**src/rtl/cart_pkg.sv**
```systemverilog
// Shared definitions for the cartridge loader: controller states and the role
// each fetched flash word plays within a slot image.
package cart_pkg;

    typedef enum logic [2:0] {
        ST_LOAD,
        ST_RESTART,
        ST_SETTLE,
        ST_READY,
        ST_ERROR
    } state_t;

    // Slot layout: image words first, then one flags word, then an optional checksum word.
    typedef enum logic [1:0] {
        ROLE_IMAGE,
        ROLE_FLAGS,
        ROLE_CHECK
    } word_role_t;

    function automatic word_role_t word_role(input int unsigned ctr,
                                             input int unsigned image_words);
        if (ctr < image_words) begin
            return ROLE_IMAGE;
        end else if (ctr == image_words) begin
            return ROLE_FLAGS;
        end else begin
            return ROLE_CHECK;
        end
    endfunction

endpackage

```
**src/rtl/cart_loader.sv**
```systemverilog
// Copies one cartridge slot from flash into the image RAM, captures the mapper
// flags, optionally verifies a wrapping-sum checksum, then settles before ready.
module cart_loader
    import cart_pkg::*;
#(
    parameter int          IMAGE_WORDS   = 32768,
    parameter int          INDEX_BITS    = 4,
    parameter logic [23:0] BASE_ADDR     = 24'h100000,
    parameter int          SLOT_SHIFT    = 18,
    parameter int          SETTLE_CYCLES = 255,
    parameter int          CHECK_EN      = 1
) (
    input  logic                           clock,
    input  logic                           reset,
    input  logic                           reload,
    input  logic [INDEX_BITS-1:0]          index,
    output logic                           fl_valid,
    output logic [23:0]                    fl_addr,
    input  logic                           fl_ready,
    input  logic [31:0]                    fl_rdata,
    output logic                           mem_wren,
    output logic [$clog2(IMAGE_WORDS)-1:0] mem_addr,
    output logic [31:0]                    mem_wdata,
    output logic [3:0]                     mem_mask,
    output logic                           busy,
    output logic                           cart_ready,
    output logic                           load_error,
    output logic [31:0]                    flags_out
);

    localparam int ADDR_W      = $clog2(IMAGE_WORDS);
    localparam int CTR_W       = $clog2(IMAGE_WORDS + 2);
    localparam int SETTLE_W    = (SETTLE_CYCLES < 2) ? 1 : $clog2(SETTLE_CYCLES + 1);
    // A zero-length settle still spends the single SETTLE cycle before READY.
    localparam int SETTLE_LAST = (SETTLE_CYCLES < 1) ? 0 : SETTLE_CYCLES - 1;

    state_t                  state;
    state_t                  state_next;
    logic [CTR_W-1:0]        word_ctr;
    logic [31:0]             checksum;
    logic [INDEX_BITS-1:0]   index_q;
    logic [SETTLE_W-1:0]     settle_ctr;
    word_role_t              role;
    logic                    accept;
    logic                    sum_ok;
    logic                    settle_done;

    // reload takes priority over a completing read in the same cycle.
    assign accept      = (state == ST_LOAD) && fl_ready && !reload;
    assign role        = word_role(32'(word_ctr), IMAGE_WORDS);
    assign sum_ok      = (fl_rdata == checksum);
    assign settle_done = (settle_ctr == SETTLE_W'(SETTLE_LAST));

    assign fl_addr = BASE_ADDR
                   + 24'(32'(index_q) << SLOT_SHIFT)
                   + 24'(32'(word_ctr) << 2);

    // NOTE: sequential state uses non-blocking assignments so every register
    // samples the pre-edge values, independent of statement order.
    always_ff @(posedge clock) begin
        if (reset) begin
            state <= ST_RESTART;
        end else begin
            state <= state_next;
        end
    end

    // NOTE: every output of this block gets a default first, so no path can
    // leave a signal unassigned and infer a latch.
    always_comb begin
        state_next = state;
        fl_valid   = 1'b0;
        busy       = 1'b0;
        cart_ready = 1'b0;
        load_error = 1'b0;
        case (state)
            ST_LOAD: begin
                fl_valid = 1'b1;
                busy     = 1'b1;
                if (accept) begin
                    case (role)
                        ROLE_FLAGS: if (CHECK_EN == 0) state_next = ST_SETTLE;
                        ROLE_CHECK: state_next = sum_ok ? ST_SETTLE : ST_ERROR;
                        default:    state_next = ST_LOAD;
                    endcase
                end
            end
            ST_RESTART: begin
                busy       = 1'b1;
                state_next = ST_LOAD;
            end
            ST_SETTLE: begin
                busy = 1'b1;
                if (settle_done) state_next = ST_READY;
            end
            ST_READY: cart_ready = 1'b1;
            ST_ERROR: load_error = 1'b1;
            default:  state_next = ST_RESTART;
        endcase
        if (reload) state_next = ST_RESTART;
    end

    always_ff @(posedge clock) begin
        if (reset) begin
            index_q    <= index;
            word_ctr   <= '0;
            checksum   <= '0;
            flags_out  <= '0;
            settle_ctr <= '0;
            mem_wren   <= 1'b0;
            mem_addr   <= '0;
            mem_wdata  <= '0;
            mem_mask   <= '0;
        end else begin
            mem_wren   <= 1'b0;
            settle_ctr <= (state == ST_SETTLE) ? settle_ctr + 1'b1 : '0;
            if (reload) begin
                index_q   <= index;
                word_ctr  <= '0;
                checksum  <= '0;
                flags_out <= '0;
            end else if (accept) begin
                case (role)
                    ROLE_IMAGE: begin
                        mem_wren  <= 1'b1;
                        mem_addr  <= word_ctr[ADDR_W-1:0];
                        mem_wdata <= fl_rdata;
                        mem_mask  <= 4'b1111;
                        checksum  <= checksum + fl_rdata;
                        word_ctr  <= word_ctr + 1'b1;
                    end
                    ROLE_FLAGS: begin
                        flags_out <= fl_rdata;
                        if (CHECK_EN != 0) word_ctr <= word_ctr + 1'b1;
                    end
                    default: begin
                    end
                endcase
            end
        end
    end

endmodule

```
**config.mk**
```make
export PLATFORM = sky130hd
export DESIGN_NAME = cart_loader
export DESIGN_NICKNAME = d
export VERILOG_FILES = /design/src/rtl/cart_pkg.sv /design/src/rtl/cart_loader.sv
export SDC_FILE = /design/constraint.sdc
export NUM_CORES = 1
export LEC_CHECK = 0
export BUFFER_PORTS_ARGS = -buffer_cell sky130_fd_sc_hd__buf_2
export CORE_UTILIZATION = 49
export DETAILED_ROUTE_END_ITERATION = 7
export HOLD_SLACK_MARGIN = 0.02
export PLACE_DENSITY = 0.88
export SYNTH_ARGS = -nofsm -noshare
export SYNTH_HDL_FRONTEND = slang
export SYNTH_SLANG_ARGS = --single-unit
export TNS_END_PERCENT = 1
```
**constraint.sdc**
```tcl
create_clock -name clock -period 2.25 [get_ports clock]
set_input_delay 0.1125 -clock clock [delete_from_list [all_inputs] [get_ports clock]]
set_output_delay 0.1125 -clock clock [all_outputs]
set_load 0.005 [all_outputs]
```
# Word-level counts from Yosys, hierarchy flattened
# Cells that the tools add are included.
word_totals:
  register_bits: 144
  inputBits: 40
  out_inout_bits: 112
  word_cells: 63
classes:
  n_addsub: 5
  magnitude_cmp: 1
  n_eq_ne: 12
  muxes: 14
  bitwise_logic: 4
  reduce_logical: 17
ops:
  columns: ["operator", "count"]
  rows:
  - ["adder 32 bit", 1]
  - ["equality test 32 bit", 1]
  - ["adder 23 x 18 -> 24 bit", 1]
  - ["adder 21 x 22 -> 23 bit, first input constant", 1]
  - ["adder 16 x 1 -> 16 bit, second input constant", 1]
  - ["equality test 16 bit, second input constant", 1]
  - ["< comparator 16 bit, second input constant", 1]
  - ["case mux 3 bit (4 select lines)", 1]
  - ["2-to-1 mux 3 bit", 3]
  - ["adder 8 x 1 -> 8 bit, second input constant", 1]
  - ["equality test 8 bit, second input constant", 1]
  - ["2-to-1 mux 4 bit", 2]
  - ["OR reduction 2 bit", 4]
  - ["equality test 3 x 2 -> 1 bit, second input constant", 2]
  - ["!= test 2 bit, second input constant", 3]
  - ["case mux 3 bit (2 select lines)", 1]
  - ["AND reduction 2 bit", 3]
  - ["OR reduction 3 bit", 2]
  - ["2-to-1 mux 1 bit", 5]
  - ["2-to-1 mux 2 bit", 2]
  - ["inverter 1 bit", 4]
  - ["AND reduction 4 bit", 1]
  - ["equality test 3 x 1 -> 1 bit, second input constant", 1]
  - ["equality test 3 bit, second input constant", 1]
  - ["8 further kinds", 9]

# Longest topological paths before layout
depth:
  depth_word: 7
  mapped_depth: 10
  depth_no_buf: 10

# Least setup slack after synthesis
# OpenSTA, ideal clock, no wires.
synth_timing:
  kind: "register to register"
  start: "reg checksum[0]"
  end: "reg checksum[28]"
  setup_time_ps: 125
  t_arrival_ps: 2297
  t_required_ps: 2125
  setup_slack_ps: -172
  stages_incl_launch_ff: 11
  n_path_buf: 0
  period_less_slack_ps: 2422
  path_cell_list: "dfxtp_1 > ha_1 > fa_1 > a211oi_1 > nor3_2 > o21ai_1 > o211ai_2 > a31o_2 > a21oi_1 > xor2_1 > o21ai_0"
synth_via:
  elab_chain_len: 1
synth_rtl:
  columns: ["element", "line", "text"]
  rows:
  - ["from (decl)", "cart_loader.sv:40", "logic [31:0] checksum;"]
  - ["from (signal assigned)", "cart_loader.sv:129", "checksum <= checksum + fl_rdata;"]
  - ["adder 32 bit", "cart_loader.sv:129", null]
# No other way between the ends.
# A chain may end at the register's enable or synchronous reset.

# Worst setup path after layout
layout_timing:
  start: "in fl_rdata[9]"
  end: "reg checksum[14]"
layout_via:
  elab_chain_len: 1
layout_rtl:
  columns: ["element", "line", "text"]
  rows:
  - ["from (decl)", "cart_loader.sv:20", "input logic [31:0] fl_rdata,"]
  - ["adder 32 bit", "cart_loader.sv:129", null]
# No other way between the ends.

==> results.md <==
* Number of enable flip-flop cells after synthesis at 4
* Vias per cell at between 5 and 6
* Critical path data required time at 2.60 ns
* Top cells by area, synth: dfxtp_1 40%, nand2_1 11%, a21oi_1 9.3%, ha_1 6.4%, nor2_1 2.7%
* CTS Root Cell: clkbuf_16
* Top cell type's share of synthesized area at 39.8%
* Final ANT Viol Nets at 0
* Synth warnings at 0
* Post-synthesis cell count at between 800 and 900
* DRC at 0
* Detail Placement HPWL at 13200 microns
* Reg-to-reg slack, setup at -0.08 ns
* Max-cap violation count at 0
* R2R Path Start: checksum[0]
* Final setup violation count at 7
* DR iter-0 viols at approximately 450
* Main combinational cell family by area after synthesis: simple AND/OR/NAND/NOR gates
* Commonest non-fill, non-tap cell in the layout: nand2_1
* Initial antenna violation count at 0
* Final setup margin at -0.0870 ns
* Initial Util at a little over 50%
* Via count at between 7k and 8k
* Critical Path Fanout Max at 3
* Sequential Area at 0.00293 sq mm
* Slew Viols, Final at 0
* # nets final at 1197
* Mux contribution to synthesized area at 0%
* Sequential area share after synthesis at slightly above 40%
* DIE AREA at 0.0149 sq mm
* Final Cycle Share at 104%
* GRT Total Usage at ~28%
* Worst R2R End: checksum[14]
* N_diodes at 0
* WL final at roughly 20000 microns
* First-pass GRT wire length at around 32000 microns
* Compound-Gate Fraction of Synth Area at a little under a fifth
* Top Ports at ~150
* Syn_area_per_cell at ~7.9 sq um
* CP startpoint kind: input pin
* Largest net degree at the start of global routing at 75
* Hold Path Class: input pin to flip-flop
* Distinct cells, synth at between 60 and 70
* Setup TNS Final at -0.206 ns
* FF+latch count, synth at around 140
* Max_slew headroom at between 40% and 50%
* Tmin final at roughly 2.3 ns
* Hold path cells at 4
* Failing checks: setup timing
* Htree depth at 4
* Simple-gate share of the synthesized area at between 20% and 30%
* Finished Core Util at 68.9%
* PortBufs at ~150
* Gp weighted congestion at 0.890
* Die W at between 100 and 150 microns
* Least-Margin Pin Slew at roughly 0.85 ns
* Pwr per Cell Area at ~620 mW/mm^2
* Max Root-Sink Buffers at 2
* Die height at roughly 120 microns
* Pre-antenna DRT Iters at 5
* Hold Path Sink: flags_out[0]
* Share of cells above drive strength 1 at 28.2%
* Max Clk Rate at about 430 MHz
* Status: complete, but fails checks
* Most frequent cells in the layout: 215 x nand2_1, 148 x buf_2, 137 x dfxtp_1
* Row count at 43
* Cell Area, Synth at about 0.007 sq mm
* Static Leak at slightly above 4 nW
* Vias in the first global route at between 6k and 7k
* Number of fillers in the final layout at between 1k and 1.5k
* DP Worst Slack at -0.208 ns
* Area leader, netlist: dfxtp_1
* Synth-to-layout area growth at 36.3%
* Top_reg_cell synth: dfxtp_1
* Drt wl/cell at 15.5 microns
* Hold path start: fl_rdata[0]
* Peak supply drop at about 0.00054 V
* Fin Clk Skew at ~0.0094 ns
* Total CTS buffers at 17
* Total gr overflow at 0
* Crit path kind: input pin to flip-flop
* Clock Sinks at around 140
* CTS tree: yes
* Ys async rst share at 0%
* Reg clk slew, reported paths at ~0.060 ns
* Multi-input logic area at between 0.004 and 0.005 sq mm
* Core area at between 0.01 and 0.015 sq mm
* XOR/XNOR Fraction of Synth Area at approximately 4.8%
* Adder-cell area share of the yosys netlist at 6.68%
* Setup crit end kind: flip-flop
* Worst skew pair latency at approximately 0.43 ns
* Worst Path Arrival at 2.69 ns
* R2R cell count at 11
* Unrepaired setup endpoints after global routing: true
* Final hold vios at 0
## Yosys cell counts, types with 4 or more instances
| cell | instances |
|---|---|
| a21o_1 | 15 |
| o21ai_0 | 25 |
| dfxtp_1 | 140 |
| xor2_1 | 21 |
| buf_1 | 5 |
| nand2_1 | 215 |
| nor3_1 | 12 |
| edfxtp_1 | 4 |
| nand3_1 | 33 |
| and3_1 | 7 |
| o21bai_1 | 6 |
| nand4_1 | 14 |
| a211oi_1 | 9 |
| inv_1 | 16 |
| nor4_1 | 10 |
| a21oi_1 | 131 |
| ha_1 | 36 |
| o21ai_1 | 5 |
| or3_1 | 6 |
| buf_2 | 7 |
| xnor2_1 | 18 |
| nor2_1 | 51 |
| buf_4 | 8 |
| clkbuf_1 | 39 |
## cell families after synthesis
family	after synthesis
flip-flops	144
other	1
XOR/XNOR	39
AND/OR/NAND/NOR	373
AO/OA/AOI/OAI	222
buffers and inverters	78
adder cells (fa/ha/maj)	37
## how the worst max path moves through the flow
stage / endpoint / slack (ns) / cells after the start / start
finish: checksum[14] / -0.09 / 12 / fl_rdata[9]
detailed placement: checksum[30] / -0.21 / 10 / checksum[0]
global route: checksum[14] / -0.15 / 10 / checksum[6]
CTS: checksum[28] / -0.12 / 10 / checksum[0]
global placement: checksum[30] / -0.15 / 10 / checksum[0]
floorplan: checksum[30] / -0.05 / 10 / checksum[23]
## metrics by stage
step	cells	hold WS [ns]	area, sq um	power, W
5_1_grt	1313	0.0788	9600	0.00615
3_3_place_gp	1243	0.289	8400	0.00307
6_report	1313	0.0850	9600	0.00596
3_5_place_dp	1243	0.294	8400	0.00308
4_1_cts	1313	0.0621	9430	0.00596
2_1_floorplan	896	0.211	7060	0.00289
## power breakdown
part	internal [W]	switching, W	total (W)
Sequential	0.00259	0.0000132	0.00260
Clock	0.00168	0.00117	0.00285
Combinational	0.000224	0.000285	0.000509
Total	0.00449	0.00147	0.00596
## routing by layer
| metal | GRT usage, % | wire (microns) |
|---|---|---|
| met1 | 32.5 | 8530 |
| met2 | 47.9 | 9930 |
| met3 | 6.65 | 1200 |
| met4 | 11.2 | 650 |
| met5 | 0 | 0 |
## sequential cells by signal (all words and copies together), names as in the netlist, 3 cells and up
| register | count |
|---|---|
| mem_wdata | 32 |
| checksum | 32 |
| state | 3 |
| settle_ctr | 8 |
| flags_out | 32 |
| mem_addr | 15 |
| word_ctr | 16 |
| index_q | 4 |
## critical path: stages
cell	delay, ns
dlygate4sd3_1	0.54
buf_2	0.14
ha_1	0.32
a21oi_1	0.30
o211ai_1	0.20
buf_4	0.17
o21a_1	0.22
o21ai_1	0.13
nand2b_1	0.11
a21oi_2	0.16
nand4b_1	0.11
a31oi_1	0.16
## final cells by class
class                   instances  share of cell area [%]
inverters                      18                   0.860
clock buffers                  18                    4.58
multi-input cells             674                    42.0
well taps                     180                    2.35
flip-flops and latches        144                    30.5
repair buffers                265                    18.1
clock inverters                14                    1.62
## timing repair
action	4_1_cts	5_1_grt
hold buffers	36	0
setup endpoints to repair	18	44
buffers inserted	2	0
endpoints found under the hold margin	65	0
resized for setup	16	35
pin swaps	16	14
Note: power is estimated with default switching activity, not from simulation.
